## config.mk

```make
export PLATFORM = sky130hd
export DESIGN_NAME = button_conditioner
export DESIGN_NICKNAME = d
export VERILOG_FILES = /design/src/rtl/button_conditioner.sv
export SDC_FILE = /design/constraint.sdc
export NUM_CORES = 1
export LEC_CHECK = 0
export CORE_MARGIN = 2
export CORE_UTILIZATION = 25
export CTS_CLUSTER_SIZE = 28
export DETAILED_ROUTE_END_ITERATION = 8
export PLACE_DENSITY = 0.5
export RECOVER_POWER = 25
export SETUP_SLACK_MARGIN = 0.3
export SYNTH_ARGS = -nofsm -noshare
export SYNTH_HDL_FRONTEND = slang
export SYNTH_SLANG_ARGS = --single-unit
```

## constraint.sdc

```tcl
create_clock -name clk -period 3.1 [get_ports clk]
set_clock_uncertainty 0.05 [all_clocks]
set_input_delay 0.465 -clock clk [delete_from_list [all_inputs] [get_ports clk]]
set_output_delay 0.465 -clock clk [all_outputs]
set_load 0.005 [all_outputs]
```

## src/rtl/button_conditioner.sv

```systemverilog
// button_conditioner: per-button synchroniser, debounce, press/release pulses and hold-to-repeat
module button_conditioner #(
    parameter int N_BTN = 4,
    parameter int DEBOUNCE_CYC = 1_000_000,
    parameter int REPEAT_DELAY = 25_000_000,
    parameter int REPEAT_PERIOD = 5_000_000,
    parameter logic [N_BTN-1:0] REPEAT_MASK = 'b0011
) (
    input  logic             clk,
    input  logic             rst_n,
    input  logic [N_BTN-1:0] btn_raw,
    output logic [N_BTN-1:0] btn_level,
    output logic [N_BTN-1:0] btn_press,
    output logic [N_BTN-1:0] btn_rel
);
    localparam int DBW = DEBOUNCE_CYC > 1 ? $clog2(DEBOUNCE_CYC) : 1;
    localparam int RPM = REPEAT_DELAY > REPEAT_PERIOD ? REPEAT_DELAY : REPEAT_PERIOD;
    localparam int RPW = RPM > 1 ? $clog2(RPM) : 1;
    localparam logic [DBW-1:0] DB_LAST = DBW'(DEBOUNCE_CYC - 1);
    localparam logic [RPW-1:0] RD_LAST = RPW'(REPEAT_DELAY - 1);
    localparam logic [RPW-1:0] RP_LAST = RPW'(REPEAT_PERIOD - 1);

    typedef enum logic [1:0] {IDLE, HELD, DELAY, RPT} state_t;

    logic [N_BTN-1:0] s1, s2;

    // two-flop synchroniser for the asynchronous button inputs
    always_ff @(posedge clk or negedge rst_n) begin
        if (!rst_n) begin
            s1 <= '0;
            s2 <= '0;
        end else begin
            s1 <= btn_raw;
            s2 <= s1;
        end
    end

    for (genvar i = 0; i < N_BTN; i++) begin : g_ch
        logic [DBW-1:0] db_cnt;
        logic [RPW-1:0] rp_cnt;
        state_t st;
        logic lvl, prs, rls, flip;

        assign flip = (s2[i] != lvl) && (db_cnt == DB_LAST);
        assign btn_level[i] = lvl;
        assign btn_press[i] = prs;
        assign btn_rel[i] = rls;

        // debounce counter, level/pulse registers and repeat FSM; a release overrides any due repeat
        always_ff @(posedge clk or negedge rst_n) begin
            if (!rst_n) begin
                db_cnt <= '0;
                rp_cnt <= '0;
                st <= IDLE;
                lvl <= 1'b0;
                prs <= 1'b0;
                rls <= 1'b0;
            end else begin
                db_cnt <= (s2[i] == lvl || flip) ? '0 : db_cnt + DBW'(1);
                if (flip) lvl <= s2[i];
                prs <= 1'b0;
                rls <= 1'b0;
                if (flip && !s2[i]) begin
                    st <= IDLE;
                    rp_cnt <= '0;
                    rls <= 1'b1;
                end else begin
                    case (st)
                        IDLE: if (flip) begin
                            prs <= 1'b1;
                            rp_cnt <= '0;
                            st <= REPEAT_MASK[i] ? DELAY : HELD;
                        end
                        DELAY: if (rp_cnt == RD_LAST) begin
                            prs <= 1'b1;
                            rp_cnt <= '0;
                            st <= RPT;
                        end else rp_cnt <= rp_cnt + RPW'(1);
                        RPT: if (rp_cnt == RP_LAST) begin
                            prs <= 1'b1;
                            rp_cnt <= '0;
                        end else rp_cnt <= rp_cnt + RPW'(1);
                        default: ;
                    endcase
                end
            end
        end
    end
endmodule

```

==> results of run 1 <==
## cells in the final DEF, fill, tap and decap left out, types with 31 or more instances in the layout
cell     instances
xor2_1          64
nand4_1         48
inv_1           36
and3_1          31
xnor2_1         38
nand2_1         95
dfrtp_1        208
nor2_1         155
a21oi_1         41
nand3_1         85
o21ai_0         35
## worst paths after layout
check                                             from                        endpoint  cells after the start
setup / recovery           g_ch[1].db_cnt[0]$_DFF_PN0_  g_ch[1].rp_cnt[17]$_DFFE_PN0P_                      7
hold / removal                         s1[1]$_DFF_PN0_                 s2[1]$_DFF_PN0_                      0
setup reg to reg           g_ch[1].db_cnt[0]$_DFF_PN0_  g_ch[1].rp_cnt[17]$_DFFE_PN0P_                      7
hold reg to reg                        s1[1]$_DFF_PN0_                 s2[1]$_DFF_PN0_                      0
max in group asynchronous                        rst_n  g_ch[2].rp_cnt[20]$_DFFE_PN0P_                      2
min in group asynchronous                        rst_n     g_ch[0].db_cnt[8]$_DFF_PN0_                      2
## metrics by stage
stage	total power, W	hold WS (ps)
after floorplan	0.002836	119.4
after global placement	0.002922	282.3
after detailed placement	0.002922	284.7
after CTS	0.006273	300.2
after global routing	0.006393	317.3
final	0.006144	298.1
## sequential cells by signal, summed over array words and instances, names as in the netlist
| register | flops |
|---|---|
| g_ch.rp_cnt | 100 |
| g_ch.db_cnt | 80 |
| g_ch.st | 8 |
| g_ch.lvl | 4 |
| g_ch.prs | 4 |
| g_ch.rls | 4 |
| s1 | 4 |
| s2 | 4 |
## routing by layer
| metal | routed length [um] | GRT usage |
|---|---|---|
| met1 | 11800 | 0.1500 |
| met2 | 10920 | 0.1765 |
| met3 | 834 | 0.01691 |
| met4 | 585 | 0.03279 |
| met5 | 0 | 0 |
## worst reg2reg max path, delay by kind of cell, from the launching register on
kind	cells	cell delay, ps
AOI/OAI and AO/OA	2	840
DFF	1	400
adders and majority gates	1	240
and+or+nand+nor	4	920
## repair_timing
item / CTS / global route
endpoints found under the setup margin: 0 / 24
endpoints found under the hold margin: 77 / 0
hold buffers: 1 / 0
gates resized for setup: 0 / 4
## cell type report
cell class / instances / area [um^2]
Clock buffer: 32 / 724.4
Clock inverter: 15 / 210.2
Fill cell: 4475 / 30360
Inverter: 36 / 135.1
Multi-Input combinational cell: 880 / 5363
Sequential cell: 208 / 5205
Tap cell: 585 / 732.0
Timing Repair Buffer: 38 / 350.3
## report_power, final
group | total (W) | switching, W | internal [W] | leakage [nW]
sequential | 0.00275 | 0.0000172 | 0.00273 | 2.88
clock | 0.00328 | 0.00121 | 0.00207 | 0.463
combinational | 0.000113 | 0.0000845 | 0.0000289 | 1.88
total | 0.00614 | 0.00131 | 0.00483 | 5.22
## cells in the mapped netlist, types with 7 or more instances
cell type  count  area share
nand2_1       95       0.033
o21ai_0       35       0.016
clkbuf_1      29       0.010
nand3_1       85       0.039
a31oi_1       19       0.011
buf_4         13      0.0089
nor4_1        18       0.010
a41oi_1        7      0.0056
nor2b_1       11      0.0063
nand4_1       48       0.028
inv_1         36       0.012
a21o_1        12      0.0083
a21oi_1       41       0.019
dfrtp_1      208        0.48
a22o_1        12      0.0096
nand2b_1      10      0.0057
xnor2_1       38       0.031
nor3_1        29       0.013
nor2_1       156       0.054
and4_1        20       0.016
and2_1        13      0.0075
and3_1        31       0.018
or3_1         25       0.014
ha_1           8      0.0092
xor2_1        64       0.051
## logic make-up after synthesis
group	count (synthesis)	share of synthesized area
AOI/OAI and AO/OA	170	0.1018
xor gates and xnor gates	102	0.08189
adders and majority gates	8	0.009176
buffers and inverters	84	0.03383
DFF	208	0.4771
muxes	9	0.008831
and+or+nand+nor	591	0.2873
==> metrics.txt, run 1 <==
gpl congestion 0.7829; vias in the first global route 8466; mean area per synthesized cell 9.308 um^2; slowest stage delay, CP 470 ps; Top FF cell, synth dfrtp_1; Core Area 43080 um^2; R2R setup slack 520 ps; register bit total from synthesis 208; Mapped Area 10910 um^2; total negative slack 0 ps; Clock Path Buffers 3; EDFF count, synth 0; CP Data Arrival Time 2940 ps; drt total wl 24140 um; critical path capture point type flip-flop; RSZ-0062 raised after global routing false; fin crit share 0.8313; P&R area growth vs syn 16.60%; failing checks capacitance limit, slew limit; Design Area, Final 12720 um^2; WP buf/inv 0; Die Wd 212.9 um; Async SR Flop Fraction 1.000; TritonCTS clock tree yes; Overflow after GRT 0; Nets 1204; CTS buffer count 26; layout cells sized above 1 0.07775; highest-delay cell along the critical path a21oi_1; DR vias 8473; total track usage 0.1091; vias per cell 4.723; drt drc 0; PD cells 483.0 nW/um^2; initial antenna violation count 0; worst-margin pin slew 2192 ps; Pins Over Slew Limit 79; DPL Wire Length 15930 um; Post-DP Area 11770 um^2; syn_nets 1186; crit path time final 2577 ps; clock-pin transition on the worst setup and hold timing paths 60 ps; first drt pass iteration count 5; worst-skew pair later-pin latency 540 ps; worst setup margin 523.0 ps; Yosys cell types 67; Hold Vio Cnt, Final 0; outcome finished with violations; CP startpoint kind flip-flop; overall die height 212.9 um; final std cells w/o fill 1794; sequential-to-total area share from yosys stat 0.4771; DRT antenna net count 0; Hold Crit Class flip-flop to flip-flop; Lkg Pwr 5.224 nW; Port Buf Inserts 17; H-tree depth 1; Critical Path RT 3470 ps; # IOs 18; kind of cell adding the most delay to the critical path simple AND/OR/NAND/NOR gates; Setup CP Type flip-flop to flip-flop; Gate Count Post-Synth 1172; Initial Utilization 0.2533; total of max-cap violations 1; per-cell routed wire length 13.46 um; CP Cell Sequence ha_1 > and4_1 > and2_1 > and3_1 > a21oi_1 > nand2_1 > o311ai_0; global-route wire length before repair 41960 um; placed insts 1746; Fmax 0.3880 GHz; Die ar. 45320 um^2; CTS root buf clkbuf_16; Ys Warns 0; num rows 76; final setup violation count 0; largest net degree at the start of global routing 81; peak fanout along the critical path 8; Starting DRT DRC Count 576; worst rel slew slack -0.4615; Max VDD drop 0.0003765 V; post-CTS setup buffer count 0; post-place setup slack 409.7 ps; clock sink count 208; Post-Route Utilization 0.2953; n_diodes 0
Power figures use the tool's default switching activity.
==> run 2: changes to the inputs <==
--- a/config.mk
+++ b/config.mk
@@ -9,7 +9,7 @@
 export CORE_UTILIZATION = 25
 export CTS_CLUSTER_SIZE = 28
 export DETAILED_ROUTE_END_ITERATION = 8
-export PLACE_DENSITY = 0.5
+export PLACE_DENSITY = 0.51
 export RECOVER_POWER = 25
 export SETUP_SLACK_MARGIN = 0.3
 export SYNTH_ARGS = -nofsm -noshare
==> constraint.sdc (replaced) <==
create_clock -name clk -period 2.1 [get_ports clk]
set_clock_uncertainty 0.05 [all_clocks]
set_input_delay 0.315 -clock clk [delete_from_list [all_inputs] [get_ports clk]]
set_output_delay 0.315 -clock clk [all_outputs]
set_load 0.005 [all_outputs]
==> run 2 against run 1 <==
The flow finishes with violations (capacitance limit, slew limit, setup timing). Maximum frequency increased by 0.82%. Hold slack got worse by 11 ps. First-iteration DRC count is 16% lower. Sequential power grew 48%. Power up 42%. Final area is 31% higher. Die area did not move. Combinational power rose to 2.8 times the previous value. Largest cell class unchanged.
==> metrics.txt, run 2 (synthesis results as in run 1) <==
final setup violation count 71 (+71); TritonCTS clock tree yes; Initial Utilization 0.2533 (unchanged); CTS root buf clkbuf_16; CP startpoint kind flip-flop; DPL Wire Length 18720 um (+18%); Nets 1500 (+25%); n_diodes 0 (unchanged); CTS buffer count 25 (-3.8%); failing checks capacitance limit, slew limit, setup timing; H-tree depth 1 (unchanged); global-route wire length before repair 49270 um (+17%); Biggest register g_ch.rp_cnt; total negative slack -12830 ps (-12830 ps); outcome finished with violations; worst rel slew slack -0.05761 (+0.4039); Clock Path Buffers 3 (unchanged); Starting DRT DRC Count 485 (-16%); final std cells w/o fill 2088 (+16%); overall die height 212.9 um (unchanged); largest net degree at the start of global routing 61 (-25%); total track usage 0.1310 (+0.02199); Design Area, Final 16650 um^2 (+31%); hold path startpoint btn_raw[3]; cell-internal power 0.006791 W (+41%); DRT antenna net count 0 (unchanged); clock sink count 208 (unchanged); Critical Path RT 2470 ps (-1000 ps); Sw Ratio 0.2218 (+0.008428); placed insts 1961 (+12%); Port Buf Inserts 17 (unchanged); num rows 76 (unchanged); P_sw 0.001936 W (+48%); # IOs 18 (unchanged); Hold Crit Class input port to flip-flop; Post-Route Utilization 0.3865 (+0.09126); vias in the first global route 9970 (+18%); crit path time final 2556 ps (-21.03 ps); filler cell count in the final layout 4267 (-4.6%); worst setup margin -456.0 ps (-979.0 ps); drt drc 0 (unchanged); Die ar. 45320 um^2 (unchanged); PD cells 524.1 nW/um^2 (+8.5%); clock-pin transition on the worst setup and hold timing paths 60 ps (about the same); most common cell after layout, fill and taps aside buf_4; fin crit share 1.217 (+0.3858); worst-skew pair later-pin latency 530 ps (about the same); vias per cell 4.740 (+0.37%); Hold Vio Cnt, Final 0 (unchanged); Regs by FF count g_ch.rp_cnt x100, g_ch.db_cnt x80, g_ch.st x8; RSZ-0062 raised after global routing true; Seq pwr share 0.465 (+0.017); Overflow after GRT 0 (unchanged); CP Data Arrival Time 2930 ps (about the same); DR vias 9898 (+17%); per-cell routed wire length 14.34 um (+6.6%); Post-DP Area 13850 um^2 (+18%); peak fanout along the critical path 4 (-4); clock network fraction of design power 0.498 (-0.036); Die Wd 212.9 um (unchanged); layout cells sized above 1 0.4005 (+0.3228); Fmax 0.3912 GHz (+0.82%); critical path capture point type flip-flop; Max VDD drop 0.0005192 V (+38%); drt total wl 29950 um (+24%); post-route total power 0.008726 W (+42%); max reg flops 100 (unchanged); Core Area 43080 um^2 (unchanged); Reg2Reg Launch Point g_ch[1].rp_cnt[15]$_DFFE_PN0P_; Worst Setup SP g_ch[1].rp_cnt[15]$_DFFE_PN0P_; P&R area growth vs syn 52.63%; gpl congestion 0.8328 (+6.4%); Setup CP Type flip-flop to flip-flop; total of max-cap violations 1 (unchanged); initial antenna violation count 0 (unchanged); first drt pass iteration count 4 (-1); logic gate share of total power 0.037 (+0.019); most frequent cells in the layout 232 x buf_4, 206 x dfrtp_1, 90 x nor2_1; worst-margin pin slew 1586 ps (-605.9 ps); Lkg Pwr 7.005 nW (+34%); Pins Over Slew Limit 21 (-73%)
run 2: cell count changes in the layout (fill, tap and decap cells not counted), sizes merged, moves of 2 or more:
cell / delta
nand2: +3
clkbuf: +4
dlygate4sd2: +3
buf: +289
bufinv: -3
or2: +2
clkdlybuf4s50: -3
run 2: path summary, 6_finish.rpt:
path	to	slack (ps)	depth (start not counted)
min in group asynchronous	g_ch[2].rp_cnt[20]$_DFFE_PN0P_	680	2
worst min register to register	s2[0]$_DFF_PN0_	300	0
worst min-delay path	s1[3]$_DFF_PN0_	290	1
worst max-delay path	g_ch[1].rp_cnt[11]$_DFFE_PN0P_	-460	8
worst max register to register	g_ch[1].rp_cnt[11]$_DFFE_PN0P_	-460	8
max in group asynchronous	g_ch[0].db_cnt[12]$_DFF_PN0_	140	3
run 2: layout make-up:
type                       count  area [um^2]  area share
clock inverter                 9        95.09    0.005711
multi-input combinational    887         6770      0.4066
sequential                   208         5207      0.3127
inverter                      36        142.6    0.008566
tap                          585        732.0     0.04396
clock buffer                  35        723.2     0.04343
timing repair buffer         328         2980      0.1790
run 2: power by group through the flow:
stage / Combinational (W) / Clock (W) / Sequential (W)
finish: 0.000321 / 0.00435 / 0.00406
detailed placement: 0.000228 / 0 / 0.00413
floorplan: 0.0000689 / 0 / 0.00413
global route: 0.000360 / 0.00468 / 0.00406
global placement: 0.000226 / 0 / 0.00412
CTS: 0.000309 / 0.00451 / 0.00405
run 2: worst max-delay path, stage by stage, from the launching register on:
cell      delay (ps)
dfrtp_1          370
or4b_4           540
or4_4            550
buf_6            130
o211ai_1         220
a21oi_2          130
buf_6            150
a21o_1           150
a22o_1           170
run 2: per-layer routing:
metal | track usage | vias up | share of wire
li1 | - | 4848 | -
met1 | 0.1792 | 4882 | 0.47
met2 | 0.2161 | 130 | 0.48
met3 | 0.02074 | 38 | 0.032
met4 | 0.03231 | 0 | 0.019
met5 | 0 | - | 0
run 2: repair_timing:
item,4_1_cts,5_1_grt
hold endpoints to repair,208,0
buffers inserted,47,19
setup endpoints to repair,195,193
pin swaps,101,46
hold buffers,1,0
cloned,15,1
gates resized for setup,177,139
run 2: per-stage QoR:
stage / hold slack [ps] / setup slack (ps)
2_1_floorplan: -30.59 / -304.0
3_5_place_dp: 130.5 / -507.1
4_1_cts: 143.7 / -475.2
3_3_place_gp: 130.2 / -454.1
5_1_grt: 265.1 / -511.6
6_report: 287.0 / -456.0
